## src/rtl/mem_ctrl.sv

```systemverilog
`default_nettype none
// ============================================================================
// Module   : mem_ctrl
// Purpose  : Shares one byte-wide RAM port between IF and MEM; serialises
//            1/2/4-byte accesses, assembles little-endian read words.
// Revision : 1.0
// ============================================================================
module mem_ctrl (
  input  logic        clk,
  input  logic        rst,
  input  logic        rdy,
  input  logic        if_req,
  input  logic [31:0] if_addr,
  input  logic        if_abort,
  output logic        if_done,
  output logic [31:0] if_data,
  input  logic        mem_req,
  input  logic        mem_wr_en,
  input  logic [31:0] mem_addr_in,
  input  logic [1:0]  mem_len,
  input  logic [31:0] mem_wdata,
  output logic        mem_done,
  output logic [31:0] mem_rdata,
  input  logic [7:0]  ram_din,
  output logic [7:0]  ram_dout,
  output logic [31:0] ram_a,
  output logic        ram_wr
);

  typedef enum logic [1:0] {
    S_IDLE = 2'd0,
    S_BUSY = 2'd1,
    S_DONE = 2'd2
  } state_t;

  state_t      r_state,   w_state;
  logic        r_own_mem, w_own_mem;
  logic [31:0] r_base,    w_base;
  logic [2:0]  r_n,       w_n;
  logic        r_wr,      w_wr;
  logic [31:0] r_wdata,   w_wdata;
  logic [2:0]  r_cnt,     w_cnt;
  logic [31:0] r_asm,     w_asm;

  logic [31:0] w_ram_a;
  logic [7:0]  w_ram_dout;
  logic        w_ram_wr;
  logic        w_if_done;
  logic        w_mem_done;
  logic [31:0] w_if_data;
  logic [31:0] w_mem_rdata;

  logic [2:0]  w_cnt_inc;
  logic [1:0]  w_lane;
  logic [31:0] w_asm_cap;
  logic [2:0]  w_len_n;

  assign w_cnt_inc = r_cnt + 3'd1;
  // ram_din in the cycle with counter value c belongs to byte c-1
  assign w_lane    = r_cnt[1:0] - 2'd1;

  always_comb begin
    w_asm_cap = r_asm;
    w_asm_cap[{w_lane, 3'b000} +: 8] = ram_din;
  end

  always_comb begin
    case (mem_len)
      2'b00:   w_len_n = 3'd1;
      2'b01:   w_len_n = 3'd2;
      default: w_len_n = 3'd4;
    endcase
  end

  always_comb begin
    w_state     = r_state;
    w_own_mem   = r_own_mem;
    w_base      = r_base;
    w_n         = r_n;
    w_wr        = r_wr;
    w_wdata     = r_wdata;
    w_cnt       = r_cnt;
    w_asm       = r_asm;
    w_ram_a     = ram_a;
    w_ram_dout  = ram_dout;
    w_ram_wr    = 1'b0;
    w_if_done   = 1'b0;
    w_mem_done  = 1'b0;
    w_if_data   = if_data;
    w_mem_rdata = mem_rdata;

    case (r_state)
      S_IDLE: begin
        if (mem_req) begin
          w_state    = S_BUSY;
          w_own_mem  = 1'b1;
          w_base     = mem_addr_in;
          w_n        = w_len_n;
          w_wr       = mem_wr_en;
          w_wdata    = mem_wdata;
          w_cnt      = 3'd0;
          w_asm      = 32'd0;
          w_ram_a    = mem_addr_in;
          w_ram_wr   = mem_wr_en;
          if (mem_wr_en) w_ram_dout = mem_wdata[7:0];
        end else if (if_req && !if_abort) begin
          w_state    = S_BUSY;
          w_own_mem  = 1'b0;
          w_base     = if_addr;
          w_n        = 3'd4;
          w_wr       = 1'b0;
          w_cnt      = 3'd0;
          w_asm      = 32'd0;
          w_ram_a    = if_addr;
        end
      end

      S_BUSY: begin
        if (!r_own_mem && if_abort) begin
          w_state = S_IDLE;
        end else if (r_wr) begin
          if (r_cnt == r_n - 3'd1) begin
            w_state    = S_DONE;
            w_mem_done = 1'b1;
          end else begin
            w_cnt      = w_cnt_inc;
            w_ram_wr   = 1'b1;
            w_ram_a    = r_base + {29'd0, w_cnt_inc};
            w_ram_dout = r_wdata[{w_cnt_inc[1:0], 3'b000} +: 8];
          end
        end else begin
          if (r_cnt != 3'd0) w_asm = w_asm_cap;
          if (r_cnt == r_n) begin
            w_state = S_DONE;
            if (r_own_mem) begin
              w_mem_done  = 1'b1;
              w_mem_rdata = w_asm_cap;
            end else begin
              w_if_done = 1'b1;
              w_if_data = w_asm_cap;
            end
          end else begin
            w_cnt = w_cnt_inc;
            if (w_cnt_inc < r_n) w_ram_a = r_base + {29'd0, w_cnt_inc};
          end
        end
      end

      S_DONE: w_state = S_IDLE;

      default: w_state = S_IDLE;
    endcase
  end

  always_ff @(posedge clk) begin
    if (rst) begin
      r_state   <= S_IDLE;
      r_own_mem <= 1'b0;
      r_base    <= 32'd0;
      r_n       <= 3'd0;
      r_wr      <= 1'b0;
      r_wdata   <= 32'd0;
      r_cnt     <= 3'd0;
      r_asm     <= 32'd0;
      ram_a     <= 32'd0;
      ram_dout  <= 8'd0;
      ram_wr    <= 1'b0;
      if_done   <= 1'b0;
      mem_done  <= 1'b0;
      if_data   <= 32'd0;
      mem_rdata <= 32'd0;
    end else if (rdy) begin
      r_state   <= w_state;
      r_own_mem <= w_own_mem;
      r_base    <= w_base;
      r_n       <= w_n;
      r_wr      <= w_wr;
      r_wdata   <= w_wdata;
      r_cnt     <= w_cnt;
      r_asm     <= w_asm;
      ram_a     <= w_ram_a;
      ram_dout  <= w_ram_dout;
      ram_wr    <= w_ram_wr;
      if_done   <= w_if_done;
      mem_done  <= w_mem_done;
      if_data   <= w_if_data;
      mem_rdata <= w_mem_rdata;
    end
  end

endmodule
`default_nettype wire
```

## config.mk

```make
export PLATFORM = sky130hd
export DESIGN_NAME = mem_ctrl
export DESIGN_NICKNAME = d
export VERILOG_FILES = /design/src/rtl/mem_ctrl.sv
export SDC_FILE = /design/constraint.sdc
export NUM_CORES = 1
export LEC_CHECK = 0
export BUFFER_PORTS_ARGS = -buffer_cell sky130_fd_sc_hd__buf_2
export CELL_PAD_IN_SITES_DETAIL_PLACEMENT = 1
export CELL_PAD_IN_SITES_GLOBAL_PLACEMENT = 1
export CORE_MARGIN = 8
export CORE_UTILIZATION = 35
export DETAILED_ROUTE_END_ITERATION = 7
export GPL_ROUTABILITY_DRIVEN = 0
export GPL_TIMING_DRIVEN = 0
export PLACE_DENSITY = 0.85
export SLEW_MARGIN = 20
export SYNTH_ARGS = -nofsm -noshare
export SYNTH_HDL_FRONTEND = slang
export SYNTH_SLANG_ARGS = --single-unit
```

## constraint.sdc

```tcl
create_clock -name clk -period 2.6 [get_ports clk]
set_input_delay 0.52 -clock clk [delete_from_list [all_inputs] [get_ports clk]]
set_output_delay 0.52 -clock clk [all_outputs]
set_load 0.005 [all_outputs]
```

; ---- Word-level counts from Yosys, hierarchy flattened
; Index checks and enable logic that the tools add are counted.
[word_totals]
mem_count = 0
ram_bits = 0
output_inout_bits = 107
input_bits = 113
register_bits = 213
mem_bits_ro = 0
latchBits = 0
[op_classes]
n_reduce_logical = 18
n_eq_ne = 17
muxes = 57
n_bitwise = 3
order_cmp = 1
div = 0
addsub = 5
multipliers = 0
shifts = 3
[ops]
columns = cell, n
row1 = $mux 32, 12
row2 = $pmux 32 s2, 2
row3 = $mux 8, 5
row4 = $add 32x3->32, 1
row5 = $bwmux 32, 1
row6 = $shift 8x7->32 const A, 1
row7 = $shiftx 32x6->8, 1
row8 = $shiftx 8x7->32, 1
row9 = $mux 3, 8
row10 = $reduce_and 6->1, 4
row11 = $mux 1, 18
row12 = $pmux 8 s2, 1
row13 = $ne 2x2->1 const B, 7
row14 = $reduce_and 7->1, 2
row15 = $mux 2, 6
row16 = $ne 3x3->1 const B, 4
row17 = $pmux 3 s2, 2
row18 = $ne 4x4->1 const B, 2
row19 = $neg 5->7, 1
row20 = $eq 3x3->1, 2
row21 = $reduce_and 3->1, 2
row22 = $eq 2x1->1 const B, 2
row23 = $logic_not 2->1, 2
row24 = $pmux 2 s2, 1
row25 = 11 further kinds, 16

; ---- Depth between registers and ports, before layout
[logic_depth]
ltp_word = 8
ltp_mapped = 10
ltp_nobuf = 10

; ---- Worst setup path after synthesis
; No wires, ideal clock.
[synth_path]
path_type = flip-flop to flip-flop
start = register r_cnt[0]
end = register ram_a[14]
setup_slack_ps = -279
setup_ps = 70
arrival_time_ps = 2809
required_ps = 2530
path_buffers = 0
path_stages_with_launch = 11
path_cell_list = dfxtp_1 > inv_1 > ha_1 > inv_1 > fa_1 > nand2b_1 > a2111oi_4 > nand2_1 > xor2_1 > a211o_1 > a21oi_1
[synth_between]
elab_chain_cells = 7
word_cells_on_any_way = 15
[synth_rtl]
columns = element, line
row1 = from (decl), 42  ; logic [2:0] r_cnt, w_cnt;
row2 = from (signal assigned), 179  ; r_cnt <= w_cnt;
row3 = $add 3x1->3, 58  ; assign w_cnt_inc = r_cnt + 3'd1;
row4 = $add 32x3->32, "128, 144"
row5 = $mux 32, 144  ; if (w_cnt_inc < r_n) w_ram_a = r_base + {29'd0, w_cnt_inc};
row6 = $mux 32, 133  ; if (r_cnt == r_n) begin
row7 = $mux 32, 121  ; end else if (r_wr) begin
row8 = $mux 32, 119  ; if (!r_own_mem && if_abort) begin
row9 = $pmux 32 s2, 92  ; case (r_state)
row10 = to (signal assigned), 181  ; ram_a <= w_ram_a;
row11 = to (decl), 26  ; output logic [31:0] ram_a,
; Several ways; a longest one is shown, not always the timed one. The select of a mux whose other input is x is not followed.
; A chain may end at the register's enable or synchronous reset.

; ---- Worst setup path in the final report
[layout_path]
start = register r_cnt[0]
end = register ram_a[20]
; Same word-level chain as after synthesis.

==> metrics.txt <==
core area between 20000 and 30000 um2; max-capacitance violation count 0; die width 183 um; crit-path max cell delay between 0.3 and 0.4 ns; initial antenna violation count 6; Yosys top cell by area dfxtp_1; post-synthesis average cell area about 8.5 um2; Max FO, Critical Path 5; Starting Density 0.354; vias roughly 10000; highest clock rate ~360 MHz; Critical Path, Cell by Cell buf_12 -> inv_8 -> ha_4 -> clkinvlp_4 -> fa_2 -> nand2b_4 -> a2111oi_4 -> buf_4 -> buf_6 -> nand4_1 -> xnor2_1 -> o211ai_1 -> a21oi_1; Leakage between 5 and 6 nW; CP bufs+invs 5; CP Data Required Time 2.99 ns; Post-Synthesis Cell Area approximately 9800 um2; number of buffers inserted by port buffering 218; largest net degree at the start of global routing 15; total global routing overflow 0; final hold vios 0; n_diodes 0; Hold Path Class input port to flop; Critical Path Start Type flop; Worst VDD drop approximately 0.37 mV; Worst Tran Pin Value slightly above 1 ns; yosys warns 0; critical path class flop to flop; Post-Route Setup TNS -2.90 ns; post-synthesis register bit count around 210; Slew HR 0.308; CP Capture Type flop; commonest cells after routing, fill and taps aside 228 x buf_2, 211 x dfxtp_1, 157 x nor2_1; detailed-route wire length around 40 mm; post-route ant nets 0; Layout Nets approximately 1600; vias per cell ~5.5; asr flop ratio synth 0; share of layout cells above drive strength 1 0.287; CTS Sinks about 210; outcome complete, but fails checks; I/O pin total 220; final core utilization 0.470; row cnt 61; Synth Instances ~1200; vias in the first global route 10340; clk_skew 0.0218 ns; Final WS setup -0.142 ns; largest delay contributor family on the critical path adder cells; routed len/inst ~21 um; Net Count, Synth about 1300; CP arrival 3.13 ns; critical path's slowest cell dfxtp_4; CTS clock-pin slew for the worst setup and hold paths 0.07 ns; Clk Latency, worst-skew pair approximately 0.52 ns; GRT Util Overall 0.212; Final Cycle Share 1.05; max-slew violation count 0; Max Root-Sink Buffers 3; CTS tree yes; drt pass-1 iters 5; RSZ-0062 raised after global routing yes; first-pass GRT wire length about 57 mm; Post-DP HPWL roughly 27 mm; die area ~34000 um2; pre-CTS setup slack -0.712 ns; Area Growth Syn to Fin 32.9%; final setup fails 32; Root Buffer Master clkbuf_16; total CTS buffers 23; htree depth 1; Detailed Route Iter0 Violations between 600 and 700; Die Ht 183 um; drt drc 0; post-synth top area share 0.436; synth unique cells between 50 and 60; top cells by area, synth dfxtp_1 44%, nor2_1 6.1%, nand2_1 6.1%; top_reg_cell synth dfxtp_1; sequential area share after synthesis 0.436; pwr dens roughly 670 nW/um2; most common cell after layout, fill and taps aside buf_2; Period minus WS final ~2.7 ns; violated checks setup timing; EDFF count, synth 0
[synthesized netlist by cell type (8+ instances only)]
cell type / n
o21ai_0: 9
nor2b_1: 49
inv_1: 14
a31oi_1: 25
nand4_1: 9
dfxtp_1: 213
o211ai_1: 27
mux4_2: 8
nand2_1: 159
a211oi_1: 78
xnor2_1: 25
nand3_1: 17
nor2_1: 160
a21oi_1: 115
ha_1: 13
buf_1: 8
nor3_1: 39
a211oi_2: 20
mux2i_1: 33
clkbuf_1: 56
a311oi_1: 8
buf_2: 20
[worst register-to-register path: stages (launching register included)]
cell and delay, ns:
dfxtp_4 0.37, buf_12 0.11, inv_8 0.04, ha_4 0.31, clkinvlp_4 0.11, fa_2 0.34, nand2b_4 0.16, a2111oi_4 0.34
buf_4 0.20, buf_6 0.13, nand4_1 0.12, xnor2_1 0.15, o211ai_1 0.16, a21oi_1 0.09
[worst paths after layout]
check / from / endpoint / slack [ns] / cells past startpoint
max: r_cnt[0] / ram_a[20] / -0.14 / 13
min: mem_wdata[26] / r_wdata[26] / 0.24 / 3
min reg2reg: ram_a[24] / ram_a[24] / 0.45 / 2
max reg2reg: r_cnt[0] / ram_a[20] / -0.14 / 13
[state kept, by name, summed over array words and instances, names as in the netlist]
signal / count
r_wdata: 32
r_state: 2
r_own_mem: 1
ram_a: 32
if_done: 1
mem_rdata: 32
mem_done: 1
r_base: 32
r_asm: 32
if_data: 32
ram_dout: 8
r_n: 3
r_wr: 1
r_cnt: 3
ram_wr: 1
[repair_timing]
action | 4_1_cts | 5_1_grt
gates resized for setup | 40 | 73
pin swaps | 22 | 32
hold buffers | 0 | 0
cloned | 2 | 5
endpoints found under the setup margin | 88 | 99
buffers inserted | 20 | 13
[where the power goes]
part | switching (mW) | internal [mW] | total (mW)
Clock | 1.41 | 2.23 | 3.64
Sequential | 0.160 | 3.45 | 3.61
Combinational | 0.866 | 0.552 | 1.42
Total | 2.43 | 6.23 | 8.66
[stage by stage]
step | hold WS [ns] | power [mW] | area [um2] | instances
after detailed placement | 0.445 | 4.87 | 11400 | 1753
after floorplan | 0.433 | 4.37 | 9800 | 1157
after CTS | 0.225 | 8.52 | 12500 | 1815
after global placement | 0.438 | 4.82 | 11400 | 1753
after global routing | 0.236 | 8.97 | 13000 | 1832
final | 0.237 | 8.66 | 13000 | 1832
[cell type report]
class / instances / area [um2]
inverters: 15 / 67.6
well taps: 378 / 473
clock inverters: 12 / 191
fillers: 3341 / 14600
plain buffers: 88 / 468
repair buffers: 257 / 1490
flip-flops and latches: 213 / 4270
multi-input cells: 840 / 5390
clock buffers: 29 / 638
[metal layers]
| metal | track usage | part of all wire | vias up |
|---|---|---|---|
| li1 | - | - | 4636 |
| met4 | 0.0846 | 0.042 | 12 |
| met1 | 0.246 | 0.40 | 4950 |
| met3 | 0.0493 | 0.063 | 126 |
| met5 | 0 | 0.0017 | - |
| met2 | 0.373 | 0.49 | 323 |
[cell families (layout without fill, tap and decap cells)]
| family | after synthesis | after routing | synth area share |
|---|---|---|---|
| and+or+nand+nor | 454 | 454 | 0.208 |
| AOI/OAI and AO/OA | 298 | 298 | 0.209 |
| DFF | 213 | 213 | 0.436 |
| buffers and inverters | 104 | 401 | 0.0452 |
| muxes | 41 | 41 | 0.0522 |
| xor gates and xnor gates | 33 | 33 | 0.0311 |
| adders and majority gates | 14 | 14 | 0.0187 |
No activity file was read; power rests on OpenSTA's default activity.
